### src/rtl/alu_sched_pkg.sv
// Shared types and constants for the ALU time-share scheduler and future
// shared-resource blocks.
package alu_sched_pkg;

    typedef enum logic [1:0] {
        IDLE = 2'd0,
        EXEC = 2'd1,
        RESP = 2'd2
    } sched_state_e;

    localparam int FLAG_C     = 0;
    localparam int FLAG_Z     = 1;
    localparam int FLAG_V     = 2;
    localparam int OP_COUNT_W = 16;

endpackage

### src/rtl/rr_arbiter.sv
// Combinational round-robin arbiter: grants the first set request at or above
// ptr, wrapping from NUM_REQ-1 back to 0.
module rr_arbiter #(
    parameter int NUM_REQ = 4,
    localparam int ID_W = $clog2(NUM_REQ)
) (
    input  logic [NUM_REQ-1:0] req,
    input  logic [ID_W-1:0]    ptr,
    input  logic               en,
    output logic [NUM_REQ-1:0] grant,
    output logic [ID_W-1:0]    grant_id
);

    logic            found;
    logic [ID_W-1:0] idx;

    always_comb begin
        grant    = '0;
        grant_id = '0;
        found    = 1'b0;
        idx      = '0;
        for (int k = 0; k < NUM_REQ; k++) begin
            idx = ID_W'((int'(ptr) + k) % NUM_REQ);
            if (en && !found && req[idx]) begin
                found      = 1'b1;
                grant[idx] = 1'b1;
                grant_id   = idx;
            end
        end
    end

endmodule

### src/rtl/alu_share_sched.sv
// Round-robin scheduler time-sharing one external 4-bit ALU between NUM_REQ
// requesters; one operation in flight, response tagged with requester index.
module alu_share_sched
    import alu_sched_pkg::*;
#(
    parameter int NUM_REQ  = 4,
    parameter int ALU_WAIT = 1,
    localparam int ID_W = $clog2(NUM_REQ)
) (
    input  logic                  clk,
    input  logic                  rst,
    input  logic [NUM_REQ-1:0]    req_valid,
    output logic [NUM_REQ-1:0]    req_ready,
    input  logic [4*NUM_REQ-1:0]  req_a,
    input  logic [4*NUM_REQ-1:0]  req_b,
    input  logic [2*NUM_REQ-1:0]  req_op,
    output logic [3:0]            alu_a,
    output logic [3:0]            alu_b,
    output logic [1:0]            alu_op,
    input  logic [3:0]            alu_result,
    input  logic                  alu_carry,
    input  logic                  alu_zero,
    input  logic                  alu_overflow,
    output logic                  rsp_valid,
    input  logic                  rsp_ready,
    output logic [ID_W-1:0]       rsp_id,
    output logic [3:0]            rsp_result,
    output logic [2:0]            rsp_flags,
    output logic                  busy,
    output logic [OP_COUNT_W-1:0] op_count,
    output sched_state_e          dbg_state
);

    // Handshakes: a request transfers on the edge where req_valid[i] and
    // req_ready[i] are both high; a response transfers on rsp_valid & rsp_ready.
    // Valid never waits on ready; ready may follow valid combinationally.

    sched_state_e          state_q, state_d;
    logic [ID_W-1:0]       rr_ptr_q, rr_ptr_d;
    logic [3:0]            wait_cnt_q, wait_cnt_d;
    logic [OP_COUNT_W-1:0] op_count_q, op_count_d;
    logic [ID_W-1:0]       id_q, id_d;
    logic [3:0]            alu_a_q, alu_a_d;
    logic [3:0]            alu_b_q, alu_b_d;
    logic [1:0]            alu_op_q, alu_op_d;
    logic [ID_W-1:0]       rsp_id_q, rsp_id_d;
    logic [3:0]            rsp_result_q, rsp_result_d;
    logic [2:0]            rsp_flags_q, rsp_flags_d;

    logic [NUM_REQ-1:0]    grant;
    logic [ID_W-1:0]       grant_id;
    logic [3:0]            a_arr  [NUM_REQ];
    logic [3:0]            b_arr  [NUM_REQ];
    logic [1:0]            op_arr [NUM_REQ];

    for (genvar i = 0; i < NUM_REQ; i++) begin : g_unpack
        assign a_arr[i]  = req_a[4*i +: 4];
        assign b_arr[i]  = req_b[4*i +: 4];
        assign op_arr[i] = req_op[2*i +: 2];
    end

    // rst gates the arbiter so req_ready reads 0 for the whole reset pulse.
    rr_arbiter #(.NUM_REQ(NUM_REQ)) u_arb (
        .req      (req_valid),
        .ptr      (rr_ptr_q),
        .en       ((state_q == IDLE) && !rst),
        .grant    (grant),
        .grant_id (grant_id)
    );

    always_comb begin
        state_d      = state_q;
        rr_ptr_d     = rr_ptr_q;
        wait_cnt_d   = wait_cnt_q;
        op_count_d   = op_count_q;
        id_d         = id_q;
        alu_a_d      = alu_a_q;
        alu_b_d      = alu_b_q;
        alu_op_d     = alu_op_q;
        rsp_id_d     = rsp_id_q;
        rsp_result_d = rsp_result_q;
        rsp_flags_d  = rsp_flags_q;
        case (state_q)
            IDLE: begin
                if (|grant) begin
                    alu_a_d    = a_arr[grant_id];
                    alu_b_d    = b_arr[grant_id];
                    alu_op_d   = op_arr[grant_id];
                    id_d       = grant_id;
                    wait_cnt_d = 4'(ALU_WAIT - 1);
                    rr_ptr_d   = (grant_id == ID_W'(NUM_REQ - 1)) ? '0 : grant_id + 1'b1;
                    state_d    = EXEC;
                end
            end
            EXEC: begin
                if (wait_cnt_q == 4'd0) begin
                    rsp_id_d             = id_q;
                    rsp_result_d         = alu_result;
                    rsp_flags_d[FLAG_C]  = alu_carry;
                    rsp_flags_d[FLAG_Z]  = alu_zero;
                    rsp_flags_d[FLAG_V]  = alu_overflow;
                    alu_a_d              = '0;
                    alu_b_d              = '0;
                    alu_op_d             = '0;
                    state_d              = RESP;
                end else begin
                    wait_cnt_d = wait_cnt_q - 1'b1;
                end
            end
            RESP: begin
                if (rsp_ready) begin
                    op_count_d = (op_count_q == '1) ? op_count_q : op_count_q + 1'b1;
                    state_d    = IDLE;
                end
            end
            default: state_d = IDLE;
        endcase
    end

    always_ff @(posedge clk or posedge rst) begin
        if (rst) begin
            state_q      <= IDLE;
            rr_ptr_q     <= '0;
            wait_cnt_q   <= '0;
            op_count_q   <= '0;
            id_q         <= '0;
            alu_a_q      <= '0;
            alu_b_q      <= '0;
            alu_op_q     <= '0;
            rsp_id_q     <= '0;
            rsp_result_q <= '0;
            rsp_flags_q  <= '0;
        end else begin
            state_q      <= state_d;
            rr_ptr_q     <= rr_ptr_d;
            wait_cnt_q   <= wait_cnt_d;
            op_count_q   <= op_count_d;
            id_q         <= id_d;
            alu_a_q      <= alu_a_d;
            alu_b_q      <= alu_b_d;
            alu_op_q     <= alu_op_d;
            rsp_id_q     <= rsp_id_d;
            rsp_result_q <= rsp_result_d;
            rsp_flags_q  <= rsp_flags_d;
        end
    end

    assign req_ready  = grant;
    assign alu_a      = alu_a_q;
    assign alu_b      = alu_b_q;
    assign alu_op     = alu_op_q;
    assign rsp_valid  = (state_q == RESP);
    assign rsp_id     = rsp_id_q;
    assign rsp_result = rsp_result_q;
    assign rsp_flags  = rsp_flags_q;
    assign busy       = (state_q != IDLE);
    assign op_count   = op_count_q;
    assign dbg_state  = state_q;

endmodule
### config.mk
export PLATFORM = sky130hd
export DESIGN_NAME = alu_share_sched
export DESIGN_NICKNAME = d
export VERILOG_FILES = /design/src/rtl/alu_sched_pkg.sv /design/src/rtl/rr_arbiter.sv /design/src/rtl/alu_share_sched.sv
export SDC_FILE = /design/constraint.sdc
export NUM_CORES = 1
export LEC_CHECK = 0
export CELL_PAD_IN_SITES_DETAIL_PLACEMENT = 0
export CELL_PAD_IN_SITES_GLOBAL_PLACEMENT = 1
export CORE_MARGIN = 3
export CORE_UTILIZATION = 35
export CTS_CLUSTER_DIAMETER = 80
export DETAILED_ROUTE_END_ITERATION = 7
export PLACE_DENSITY_LB_ADDON = 0.3
export SLEW_MARGIN = 20
export SYNTH_ARGS = -nofsm -noshare
export SYNTH_HDL_FRONTEND = slang
export SYNTH_HIERARCHICAL = 1
export SYNTH_SLANG_ARGS = --single-unit
### constraint.sdc
create_clock -name clk -period 3.92 [get_ports clk]
set_input_delay 0.784 -clock clk [delete_from_list [all_inputs] [get_ports clk]]
set_output_delay 0.784 -clock clk [all_outputs]
set_load 0.005 [all_outputs]
==> results.md <==
* Max-capacitance violation count at 0
* TritonCTS clock tree: built
* Tightest Pin Transition at about 0.9 ns
* Core footprint at roughly 7800 um^2
* Number of vias per cell at between 5 and 6
* Crit path top cell by count: clkdlybuf4s50_1
* Max transition margin at roughly two fifths
* Post-synthesis net count at approximately 320
* Post-synth EDFFs at 0
* Final wirelength at about 6500 um
* Layout Nets at about 420
* Met1 GRT Util at a little under a fifth
* CTS root buffer: clkbuf_8
* Post-DRT Antenna Nets at 0
* Clock slew seen by the registers of the worst setup and hold paths at around 0.08 ns
* Pleak at 1.73 nW
* WL/cell at 14.2 um
* Yosys top cell area share at between 40% and 50%
* Hold_sp: id_q[1]$_DFFE_PP0P_
* Sw frac at approximately 38%
* Vias in the first global route at 2,310
* Hold-fix buffers, CTS at 0
* Setup CP Type: input port to output pin
* Post-synth cell types at 52
* Synth area leaders: dfrtp_1 40%, mux4_2 9.6%, ha_1 4.9%, nand2_1 4.8%, xor2_1 4.0%
* Fin crit share at between 90% and 100%
* Synth warnings at 6
* Crit path max fanout at 7
* CTS Buf Count at 5
* HPWL Detailed at 5040 um
* Row count at 32
* Seq. cell area at between 1000 and 1500 um^2
* Gpl congestion at slightly below 0.9
* Num ports at 97
* Die area at 9160 um^2
* Sequential share of power at between 30% and 40%
* Min-Delay Endpoint: rsp_id[1]$_DFFE_PP0P_
* Fmax at 265 MHz
* CP arrival at roughly 3 ns
* Total GRT Usage at between 15 and 20%
* Pin count of the biggest net entering global routing at between 40 and 50
* Mapped Area at about 2800 um^2
* Mapped Avg Cell Area at 11.0 um^2
* Die Width at between 90 and 100 um
* Gr ovfl total at 0
* Clock Tree Buf Depth at 2
* Antenna cells at 0
* Iter 0 DRT Violations at roughly 130
* Pwr/cell area at between 500 and 600 nW/um^2
* Most used DFF post-synth: dfrtp_1
* Post-synthesis async set-or-reset flop share at 100%
* Setup tns final at 0 ns
* Final setup vio count at 0
* Clk pwr share at between 10% and 20%
* Overall Power at 0.00231 W
* Reg2reg start: rr_ptr_q[1]$_DFFE_PP0P_
* Startpoint Class: input port
* First-pass GRT wire length at roughly 11,000 um
* GR met3 Demand/Resource at under 10%
* Reg2Reg Depth at 11
* DR DRC count at 0
* Antenna violations before repair at 0
* Hold Violations, Final at 0
* Synth Register Bits at 45
* Starting density of the core at approximately 36%
* HP Class: register to register
* Total number of vias at roughly 2,300
* Worst EP required at approximately 3.1 ns
* Slowest-stage cell, CP: clkdlybuf4s50_1
* Multi-input gate area in the final layout at roughly 1600 um^2
* Gate power share at a little under three fifths
* Clock Latency Late Sink at roughly 0.29 ns
* CP peak stage delay at approximately 0.53 ns
* RSZ-0062 raised after global routing: false
* CP cell instances: clkdlybuf4s50_1 -> mux2_2 -> mux2i_1 -> nand3_1 -> a21boi_1 -> a221o_1 -> clkdlybuf4s50_1
* Share of layout cells above drive strength 1 at roughly 15%
* Die Span Y at 95.7 um
* CTS Sinks at 45
* Clock skew at 0.00730 ns
* Sequential share of the synthesized area at 40.0%
* CP Capture Type: output pin
* RR Endpoint: alu_a[1]$_DFFE_PP0P_
* Hold depth at 2
* Post-CTS Resized at 0
* Final Critical Period at 3.78 ns
* GRT Max-Usage Layer: met2
* FILL cells at approximately 700
* VDD IR max at approximately 0.21 mV
* Pint at 0.00144 W
* H-tree depth at 2
* Grt met2 use at between 20% and 30%
* Port Buffers at 96
* Post-CTS setup buffer count at 0
* Synth Instances at around 260
* Status: complete, no violations
* P_sw at just under 0.0009 W
* Setup slack, reg-to-reg at between 0.7 and 0.8 ns
* Drt first pass iters at 6
* Area delta synth->final at 41.6%
* Max Transition Viols Final at 0
* Yosys top cell by area: dfrtp_1
==> sequential cells by signal, indices dropped and copies added (netlist names), 3 cells and up <==
register,count
alu_a,4
alu_b,4
op_count,16
rsp_flags,3
rsp_result,4
wait_cnt_q,4
==> layout by cell type (no fill, tap or decap), types with 4 or more instances in the layout <==
master / instances
a22o_1: 10
a221o_1: 4
buf_4: 7
clkbuf_8: 5
dfrtp_1: 45
mux2_2: 6
nor3_1: 7
ha_1: 11
nor2_1: 13
o211ai_1: 4
xor2_1: 13
nor2b_1: 4
clkdlybuf4s50_1: 96
inv_1: 9
a21boi_1: 4
nand3_1: 11
mux4_2: 12
o21ai_0: 7
nand2_1: 36
==> kinds of logic after synthesis <==
logic type	after synthesis	share of synthesized area, %
mux	23	14.1
fa+ha+maj	11	4.89
buf+inv	21	3.78
xor+xnor	14	4.36
flops	45	40.0
simple gates	98	20.4
compound gates	44	12.4
==> power by group through the flow <==
| stage | Clock [W] | Combinational (W) | Sequential (W) |
|---|---|---|---|
| finish | 0.000273 | 0.00132 | 0.000715 |
| global route | 0.000308 | 0.00148 | 0.000740 |
| CTS | 0.000285 | 0.00133 | 0.000718 |
| detailed placement | 0 | 0.00134 | 0.000722 |
| global placement | 0 | 0.00132 | 0.000722 |
| floorplan | 0 | 0.000814 | 0.000728 |
==> synthesized netlist by cell type, types with 4 or more instances <==
cell type and number:
a21boi_1 4, a221o_1 4, a22o_1 10, buf_2 4, dfrtp_1 45, ha_1 11
inv_1 10, mux2_2 6, mux4_2 12, nand2_1 36, nand3_1 11, nor2_1 13
nor2b_1 4, nor3_1 7, o211ai_1 4, o21ai_0 7, xor2_1 13
==> stage by stage <==
stage	instances	instance area [um^2]	hold slack [ns]	setup WS (ns)	util [%]
floorplan	256	2820	0.435	0.443	-
global placement	451	3890	0.450	0.104	50.1
detailed placement	451	3890	0.456	0.0596	50.1
CTS	459	3980	0.476	0.176	51.2
global route	459	3990	0.503	0.0243	51.3
finish	459	3990	0.471	0.143	51.3
==> worst max path at each step <==
| stage | startpoint | endpoint | slack, ns | depth (start not counted) |
|---|---|---|---|---|
| floorplan | rr_ptr_q[0]$_DFFE_PP0P_ | alu_a[0]$_DFFE_PP0P_ | 0.44 | 11 |
| global placement | req_valid[1] | rr_ptr_q[1]$_DFFE_PP0P_ | 0.10 | 8 |
| detailed placement | req_valid[1] | rr_ptr_q[1]$_DFFE_PP0P_ | 0.06 | 8 |
| CTS | req_valid[0] | req_ready[2] | 0.18 | 7 |
| global route | req_valid[0] | req_ready[0] | 0.02 | 7 |
| finish | req_valid[0] | req_ready[2] | 0.14 | 7 |
==> critical path: cells and delay by family <==
family                 cells  cell delay (ns)
muxes                      2             0.68
and+or+nand+nor            1             0.13
AOI/OAI and AO/OA          2             0.34
buffers and inverters      2             1.05
==> cell type report <==
type,count,area share [%]
inverters,11,1.04
flip-flops and latches,45,28.3
well taps,102,3.20
multi-input cells,190,40.0
clock buffers,7,1.92
clock inverters,1,0.188
repair buffers,103,25.4
==> metal layers <==
metal | up-vias | routed length, um
met4 | 0 | 40
met2 | 88 | 3120
li1 | 1136 | -
met3 | 6 | 575
met5 | - | 0
met1 | 1102 | 2770
Power figures use the tool's default switching activity.
